$ cat config.mk
export PLATFORM = sky130hd
export DESIGN_NAME = uart_tx_fifo_flat
export DESIGN_NICKNAME = d
export VERILOG_FILES = /design/src/rtl/uart_tx_fifo_pkg.sv /design/src/rtl/uart_tx_fifo_if.sv /design/src/rtl/uart_tx_fifo_sync_fifo.sv /design/src/rtl/uart_tx_fifo.sv /design/src/flat_wrapper.sv
export SDC_FILE = /design/constraint.sdc
export NUM_CORES = 1
export LEC_CHECK = 0
export ABC_AREA = 0
export ABC_CLOCK_PERIOD_IN_PS = 4050
export CAP_MARGIN = 20
export CORE_ASPECT_RATIO = 1.75
export CORE_MARGIN = 5
export CORE_UTILIZATION = 42
export DETAILED_ROUTE_END_ITERATION = 12
export GPL_TIMING_DRIVEN = 0
export PLACE_DENSITY_LB_ADDON = 0.3
export SLEW_MARGIN = 15
export SYNTH_ARGS = -nofsm -noshare
export SYNTH_HDL_FRONTEND = slang
export SYNTH_SLANG_ARGS = --single-unit
$ cat constraint.sdc
create_clock -name clk -period 4.05 [get_ports clk]
set_clock_uncertainty 0.05 [all_clocks]
set_input_delay 1.0125 -clock clk [delete_from_list [all_inputs] [get_ports clk]]
set_output_delay 1.0125 -clock clk [all_outputs]
set_load 0.005 [all_outputs]
$ cat src/rtl/uart_tx_fifo_pkg.sv
// ============================================================================
//  Module   : uart_tx_fifo_pkg
//  Desc     : Shared UART definitions: data width, FSM state encoding, line helper.
//  Revision : 1.0 - initial release
// ============================================================================
`default_nettype none
`timescale 1ns/1ps

package uart_tx_fifo_pkg;

    localparam int c_data_w = 8;

    typedef enum logic [1:0] {
        S_IDLE  = 2'd0,
        S_START = 2'd1,
        S_DATA  = 2'd2,
        S_STOP  = 2'd3
    } tx_state_e;

    // Serial line level implied by the current frame phase.
    function automatic logic tx_line(input tx_state_e st, input logic data_bit);
        case (st)
            S_START: return 1'b0;
            S_DATA:  return data_bit;
            default: return 1'b1;
        endcase
    endfunction

endpackage

`default_nettype wire

$ cat src/rtl/uart_tx_fifo_if.sv
// ============================================================================
//  Module   : uart_tx_fifo_if
//  Desc     : Bus-side interface of the UART transmitter (write port + status).
//  Revision : 1.0 - initial release
// ============================================================================
`default_nettype none
`timescale 1ns/1ps

interface uart_tx_fifo_if #(
    parameter int DIV_W   = 16,
    parameter int FIFO_AW = 4
) ();
    import uart_tx_fifo_pkg::*;

    logic [DIV_W-1:0]    divider;
    logic [c_data_w-1:0] wdata;
    logic                wr;
    logic                full;
    logic                empty;
    logic [FIFO_AW:0]    level;
    logic                ovf;
    logic                busy;
    logic                txd;

    modport master (
        output divider, wdata, wr,
        input  full, empty, level, ovf, busy, txd
    );

    modport slave (
        input  divider, wdata, wr,
        output full, empty, level, ovf, busy, txd
    );

endinterface

`default_nettype wire

$ cat src/rtl/uart_tx_fifo_sync_fifo.sv
// ============================================================================
//  Module   : uart_tx_fifo_sync_fifo
//  Desc     : Single-clock show-ahead FIFO with registered full/empty/level.
//  Revision : 1.0 - initial release
// ============================================================================
`default_nettype none
`timescale 1ns/1ps

module uart_tx_fifo_sync_fifo #(
    parameter int DW = 8,
    parameter int AW = 4
) (
    input  wire          clk,
    input  wire          reset,
    input  wire          wr_en,
    input  wire [DW-1:0] wr_data,
    input  wire          rd_en,
    output logic [DW-1:0] rd_data,
    output logic          full,
    output logic          empty,
    output logic [AW:0]   level
);

    localparam int c_depth = 1 << AW;

    logic [DW-1:0] mem [c_depth];
    logic [AW-1:0] wptr_q, wptr_d;
    logic [AW-1:0] rptr_q, rptr_d;
    logic [AW:0]   cnt_q, cnt_d;
    logic          full_q, full_d;
    logic          empty_q, empty_d;
    logic          do_wr;
    logic          do_rd;

    // Flags come from the registered state so a pop in the same cycle never
    // opens room for a write that was presented while full.
    always_comb begin
        do_wr  = wr_en && !full_q;
        do_rd  = rd_en && !empty_q;
        wptr_d = do_wr ? wptr_q + 1'b1 : wptr_q;
        rptr_d = do_rd ? rptr_q + 1'b1 : rptr_q;
        case ({do_wr, do_rd})
            2'b10:   cnt_d = cnt_q + 1'b1;
            2'b01:   cnt_d = cnt_q - 1'b1;
            default: cnt_d = cnt_q;
        endcase
        full_d  = (cnt_d == (AW+1)'(c_depth));
        empty_d = (cnt_d == '0);
    end

    always_ff @(posedge clk or posedge reset) begin
        if (reset) begin
            wptr_q  <= '0;
            rptr_q  <= '0;
            cnt_q   <= '0;
            full_q  <= 1'b0;
            empty_q <= 1'b1;
        end else begin
            wptr_q  <= wptr_d;
            rptr_q  <= rptr_d;
            cnt_q   <= cnt_d;
            full_q  <= full_d;
            empty_q <= empty_d;
        end
    end

    always_ff @(posedge clk) begin
        if (do_wr) begin
            mem[wptr_q] <= wr_data;
        end
    end

    assign rd_data = mem[rptr_q];
    assign full    = full_q;
    assign empty   = empty_q;
    assign level   = cnt_q;

endmodule

`default_nettype wire

$ cat src/rtl/uart_tx_fifo.sv
// ============================================================================
//  Module   : uart_tx_fifo
//  Desc     : UART 8N1 transmitter (LSB first) fed by a write-side FIFO.
//  Revision : 1.0 - initial release
// ============================================================================
`default_nettype none
`timescale 1ns/1ps

module uart_tx_fifo
    import uart_tx_fifo_pkg::*;
#(
    parameter int DIV_W   = 16,
    parameter int FIFO_AW = 4
) (
    input  wire           clk,
    input  wire           reset,
    uart_tx_fifo_if.slave bus
);

    tx_state_e           state_q, state_d;
    logic [c_data_w-1:0] shift_q, shift_d;
    logic [DIV_W-1:0]    div_q, div_d;
    logic [DIV_W-1:0]    baud_q, baud_d;
    logic [2:0]          bit_q, bit_d;
    logic                txd_q, txd_d;
    logic                busy_q, busy_d;
    logic                ovf_q, ovf_d;

    logic                pop;
    logic [c_data_w-1:0] fifo_rdata;
    logic                fifo_full;
    logic                fifo_empty;
    logic [FIFO_AW:0]    fifo_level;

    uart_tx_fifo_sync_fifo #(
        .DW (c_data_w),
        .AW (FIFO_AW)
    ) u_fifo (
        .clk     (clk),
        .reset   (reset),
        .wr_en   (bus.wr),
        .wr_data (bus.wdata),
        .rd_en   (pop),
        .rd_data (fifo_rdata),
        .full    (fifo_full),
        .empty   (fifo_empty),
        .level   (fifo_level)
    );

    // Each phase lasts div_q+1 cycles: baud counts down and the phase
    // advances when it reaches zero. The divider is captured only on a pop.
    always_comb begin
        state_d = state_q;
        shift_d = shift_q;
        div_d   = div_q;
        baud_d  = baud_q;
        bit_d   = bit_q;
        pop     = 1'b0;
        case (state_q)
            S_IDLE: begin
                if (!fifo_empty) begin
                    pop     = 1'b1;
                    shift_d = fifo_rdata;
                    div_d   = bus.divider;
                    baud_d  = bus.divider;
                    bit_d   = 3'd0;
                    state_d = S_START;
                end
            end
            S_START: begin
                if (baud_q == '0) begin
                    baud_d  = div_q;
                    state_d = S_DATA;
                end else begin
                    baud_d  = baud_q - 1'b1;
                end
            end
            S_DATA: begin
                if (baud_q == '0) begin
                    baud_d  = div_q;
                    shift_d = shift_q >> 1;
                    bit_d   = bit_q + 3'd1;
                    if (bit_q == 3'd7) begin
                        state_d = S_STOP;
                    end
                end else begin
                    baud_d  = baud_q - 1'b1;
                end
            end
            S_STOP: begin
                if (baud_q == '0) begin
                    if (!fifo_empty) begin
                        pop     = 1'b1;
                        shift_d = fifo_rdata;
                        div_d   = bus.divider;
                        baud_d  = bus.divider;
                        bit_d   = 3'd0;
                        state_d = S_START;
                    end else begin
                        state_d = S_IDLE;
                    end
                end else begin
                    baud_d  = baud_q - 1'b1;
                end
            end
            default: begin
                state_d = S_IDLE;
            end
        endcase
    end

    // Registered outputs trail the state by one cycle, so txd and busy stay
    // aligned with each other over the whole frame.
    always_comb begin
        txd_d  = tx_line(state_q, shift_q[0]);
        busy_d = (state_q != S_IDLE) || !fifo_empty;
        ovf_d  = bus.wr && fifo_full;
    end

    always_ff @(posedge clk or posedge reset) begin
        if (reset) begin
            state_q <= S_IDLE;
            shift_q <= '0;
            div_q   <= '0;
            baud_q  <= '0;
            bit_q   <= 3'd0;
            txd_q   <= 1'b1;
            busy_q  <= 1'b0;
            ovf_q   <= 1'b0;
        end else begin
            state_q <= state_d;
            shift_q <= shift_d;
            div_q   <= div_d;
            baud_q  <= baud_d;
            bit_q   <= bit_d;
            txd_q   <= txd_d;
            busy_q  <= busy_d;
            ovf_q   <= ovf_d;
        end
    end

    assign bus.full  = fifo_full;
    assign bus.empty = fifo_empty;
    assign bus.level = fifo_level;
    assign bus.ovf   = ovf_q;
    assign bus.busy  = busy_q;
    assign bus.txd   = txd_q;

endmodule

`default_nettype wire
$ cat src/flat_wrapper.sv
// flat-port wrapper written by rule: the top's interface ports become plain ports
module uart_tx_fifo_flat import uart_tx_fifo_pkg::*;
#(
    parameter int DIV_W   = 16,
    parameter int FIFO_AW = 4
)
  (clk, reset, bus_divider, bus_wdata, bus_wr, bus_full, bus_empty, bus_level, bus_ovf, bus_busy, bus_txd);
  uart_tx_fifo_if #(.DIV_W(DIV_W), .FIFO_AW(FIFO_AW)) bus_i ();
  input  wire clk;
  input  wire reset;
  input wire logic [$bits(bus_i.divider)-1:0] bus_divider;
  input wire logic [$bits(bus_i.wdata)-1:0] bus_wdata;
  input wire logic [$bits(bus_i.wr)-1:0] bus_wr;
  output wire logic [$bits(bus_i.full)-1:0] bus_full;
  output wire logic [$bits(bus_i.empty)-1:0] bus_empty;
  output wire logic [$bits(bus_i.level)-1:0] bus_level;
  output wire logic [$bits(bus_i.ovf)-1:0] bus_ovf;
  output wire logic [$bits(bus_i.busy)-1:0] bus_busy;
  output wire logic [$bits(bus_i.txd)-1:0] bus_txd;
  assign bus_i.divider = bus_divider;
  assign bus_i.wdata = bus_wdata;
  assign bus_i.wr = bus_wr;
  assign bus_full = bus_i.full;
  assign bus_empty = bus_i.empty;
  assign bus_level = bus_i.level;
  assign bus_ovf = bus_i.ovf;
  assign bus_busy = bus_i.busy;
  assign bus_txd = bus_i.txd;
  uart_tx_fifo #(.DIV_W(DIV_W), .FIFO_AW(FIFO_AW)) u_core (.clk(clk), .reset(reset), .bus(bus_i));
endmodule
==> results.txt <==
Seq cells post-synth = 191
Hold crit path type = register to register
Area contributors post-synth = edfxtp_1 (44%), dfrtp_1 (17%), mux4_2 (4.9%), mux2i_1 (3.4%), a221oi_1 (3.1%)
Share of power burned in the clock network = 0.218
Die Area = 0.02389 mm²
CTS Buf Count = 17
Critical Path Source = u_core.baud_q[3]
Final ANT Viol Nets = 0
CP top delay family = simple AND/OR/NAND/NOR gates
Die height = 200.8 µm
Num rows = 69
Main flop type after synthesis = edfxtp_1
Root Driver = clkbuf_16
Final Power = 7.771 mW
Crit path max fanout = 9
RSZ-0062 raised after global routing = false
Synth Area in XOR/XNOR = 0.01905
Ports = 37
Worst relative slew slack = 0.3823
Final period util = 0.9463
Initial DRC Count = 462
Setup crit end kind = register
Ys async rst share = 0.3298
Busiest grt layer = met2
Final setup violation count = 0
CP Buf/Inv Count = 1
Met1 usage = 0.1724
GRT overflow = 0
Syn_nets = 647
Worst R2R Start = u_core.baud_q[3]
Met2 Use GR = 0.3530
Multiplexer share of the synthesized area = 0.1264
Top-count cell post-synth = edfxtp_1
Peak per-stage delay on the critical path = 0.56 ns
CTS tree = done
Sequential standard cell area = 0.005423 mm²
Antenna diodes = 0
Vias in the first global route = 5961
First-pass GRT wire length = 33.22 mm
Switch Pwr = 2.921 mW
Arr. time, crit path = 4.16 ns
CP max-delay cell = nor4_4
Grt met3 use = 0.03411
Sequential power share = 0.366
Crit path cell chain = nor4_4, and4b_1, clkbuf_2, a31oi_1, nor3_2, ha_1, ha_1, a21o_1, a21oi_1, xor2_1, or3_1, and3b_1
Fraction of layout cells with a size suffix above 1 = 0.1639
Pwr Density = 773.9 mW/mm²
IO Port Bufs = 36
Fill count = 1744
Area share of fa/ha/maj cells after synthesis = 0.02808
Antenna violations before repair = 0
Post-synth EDFFs = 128
All-layer global routing usage = 0.1805
Worst skew pair latency = 0.44 ns
Internal = 4.849 mW
TritonRoute pass-1 iters = 5
Post-Route WL = 20.83 mm
Worst-path clk slew = 0.08 ns
Slew Viols, Final = 0
Worst Path Required = 4.37 ns
Post-synth top area share = 0.4401
Via total after detailed routing = 5418
Synth cell count leaders = edfxtp_1 (128), dfrtp_1 (61), a221oi_1 (31), nand2_1 (31)
Combinational family with the most area after synthesis = multiplexers
Logic pwr share = 0.416
GP Congestion = 0.9017
Largest net degree at the start of global routing = 37
Post-synth top area cell = edfxtp_1
Clock Sinks = 191
Core area = 0.02037 mm²
Htree depth = 4
Min-delay src = u_core.shift_q[0]
Avg Synthesized Cell Area = 14.53 µm²
Synth Area in Compound Gates = 0.09900
Detailed placement HPWL = 15.25 mm
Post-synthesis cell area = 0.008733 mm²
Critical path type = register to register
Peak supply drop = 0.0003336 V
Final setup margin = 0.2174 ns
Post-DP Area = 0.009427 mm²
Synth Area in Simple Gates = 0.08295
Netlist cell types = 60
Nets = 704
Via-to-Cell Ratio = 5.896
Final Cell Area = 0.01004 mm²
DR DRC count = 0
Die width = 119.0 µm
Hold Buf Count CTS = 0
Worst-Margin Slew = 0.9266 ns
Highest Clock Rate = 0.2609 GHz
Leakage dissipation = 3.626 nW
Clock tree buffer depth = 2
Area grow syn2layout = 14.97%
Synthesis Warnings = 0
Multi-input logic area = 0.003109 mm²
Sw Ratio = 0.3759
Wire per inst = 22.67 µm
Post-synthesis instance total = 601
Worst slack, placed = -0.07675 ns
Sequential area share after synthesis = 0.6209
Status = complete, no violations
CP most frequent cell = ha_1
Min Tclk post-route = 3.833 ns
Initial Util = 0.4286
Max cap viols = 0
Final Hold Vio Count = 0
CP startpoint kind = register
[sequential cells by signal, indices dropped and copies added, names as in the netlist, 2 cells and up]
signal and count:
u_core.u_fifo.wptr_q 4, u_core.state_q 2, u_core.u_fifo.level 5, u_core.u_fifo.rptr_q 4, u_core.bit_q 3, u_core.div_q 16, u_core.u_fifo.mem 128, u_core.baud_q 16
u_core.shift_q 8
[per-layer routing]
layer | wire length (µm) | vias up
met3 | 590 | 62
met5 | 0 | -
met4 | 882 | 0
met2 | 12200 | 152
li1 | - | 2448
met1 | 7161 | 2756
[path summary, 6_finish.rpt]
check / to / cells past startpoint / slack [ns]
min in group asynchronous: u_core.baud_q[10] / 2 / 0.86
min: u_core.bus.txd / 2 / 0.45
max reg2reg: u_core.u_fifo.empty / 12 / 0.22
max: u_core.u_fifo.empty / 12 / 0.22
max in group asynchronous: u_core.u_fifo.empty / 3 / 2.50
min reg2reg: u_core.bus.txd / 2 / 0.45
[power groups by stage]
stage | sequential, mW | clock [mW] | combinational [mW]
after floorplan | 2.78 | 0 | 2.36
after global placement | 2.86 | 0 | 3.14
after detailed placement | 2.88 | 0 | 3.22
after CTS | 2.84 | 1.72 | 3.24
after global routing | 2.90 | 1.81 | 3.50
final | 2.85 | 1.69 | 3.23
[per-stage QoR]
stage | hold WS, ns | cells | util | setup TNS (ns)
final | 0.4536 | 919 | 0.4928 | 0
after global routing | 0.4714 | 919 | 0.4928 | 0
after CTS | 0.4588 | 918 | 0.4924 | 0
after detailed placement | 0.4406 | 886 | 0.4627 | -0.1209
after global placement | 0.4259 | 885 | 0.4616 | 0
after floorplan | 0.4009 | 601 | - | 0
[cell families (layout without fill, tap and decap cells)]
family / count (synthesis) / count (layout)
AO/OA/AOI/OAI: 115 / 115
XOR/XNOR: 19 / 19
adder cells (fa/ha/maj): 19 / 19
buffers and inverters: 48 / 118
flip-flops: 191 / 191
multiplexers: 79 / 79
AND/OR/NAND/NOR: 130 / 130
[placed cells by master, fill, tap and decap left out, drive strengths merged, types with 2 or more instances in the layout]
cell | Yosys | layout
a31oi | 9 | 9
and2 | 19 | 19
xor2 | 7 | 7
o21ai | 30 | 30
nor3 | 7 | 7
mux4 | 19 | 19
nand3 | 12 | 12
o22ai | 2 | 2
a22oi | 8 | 8
xnor2 | 12 | 12
nor4 | 4 | 4
a21bo | 2 | 2
nand2 | 32 | 32
nand4 | 4 | 4
o211ai | 3 | 3
mux2i | 30 | 30
nor2 | 20 | 20
a221oi | 36 | 36
nor2b | 16 | 16
or4 | 4 | 4
clkdlybuf4s50 | 0 | 36
and3 | 3 | 3
buf | 10 | 12
clkbuf | 26 | 43
a21oi | 10 | 10
dfrtp | 61 | 61
a32oi | 4 | 4
dfstp | 2 | 2
edfxtp | 128 | 128
mux2 | 30 | 30
o31ai | 2 | 2
a21o | 3 | 3
inv | 10 | 16
or3 | 2 | 2
ha | 18 | 18
clkinv | 2 | 9
[tightest hold or removal path, stage by stage (launching register included)]
cell     delay, ns
dfrtp_1       0.35
nand2_1       0.05
o21ai_0       0.07
[layout make-up]
cell class              count  share of cell area
multi-input cells         362              0.3097
clock buffers              17             0.04237
inverters                  12            0.004735
plain buffers              36             0.01607
well taps                 248             0.03090
repair buffers             38             0.03863
clock inverters            15             0.01757
flip-flops and latches    191              0.5401
[what timing repair did]
action	CTS	global route
pin swaps	0	2
resized for setup	1	0
cloned	0	0
endpoints found under the setup margin	2	3
setup buffers	0	1
Note: power is estimated with default switching activity, not from simulation.
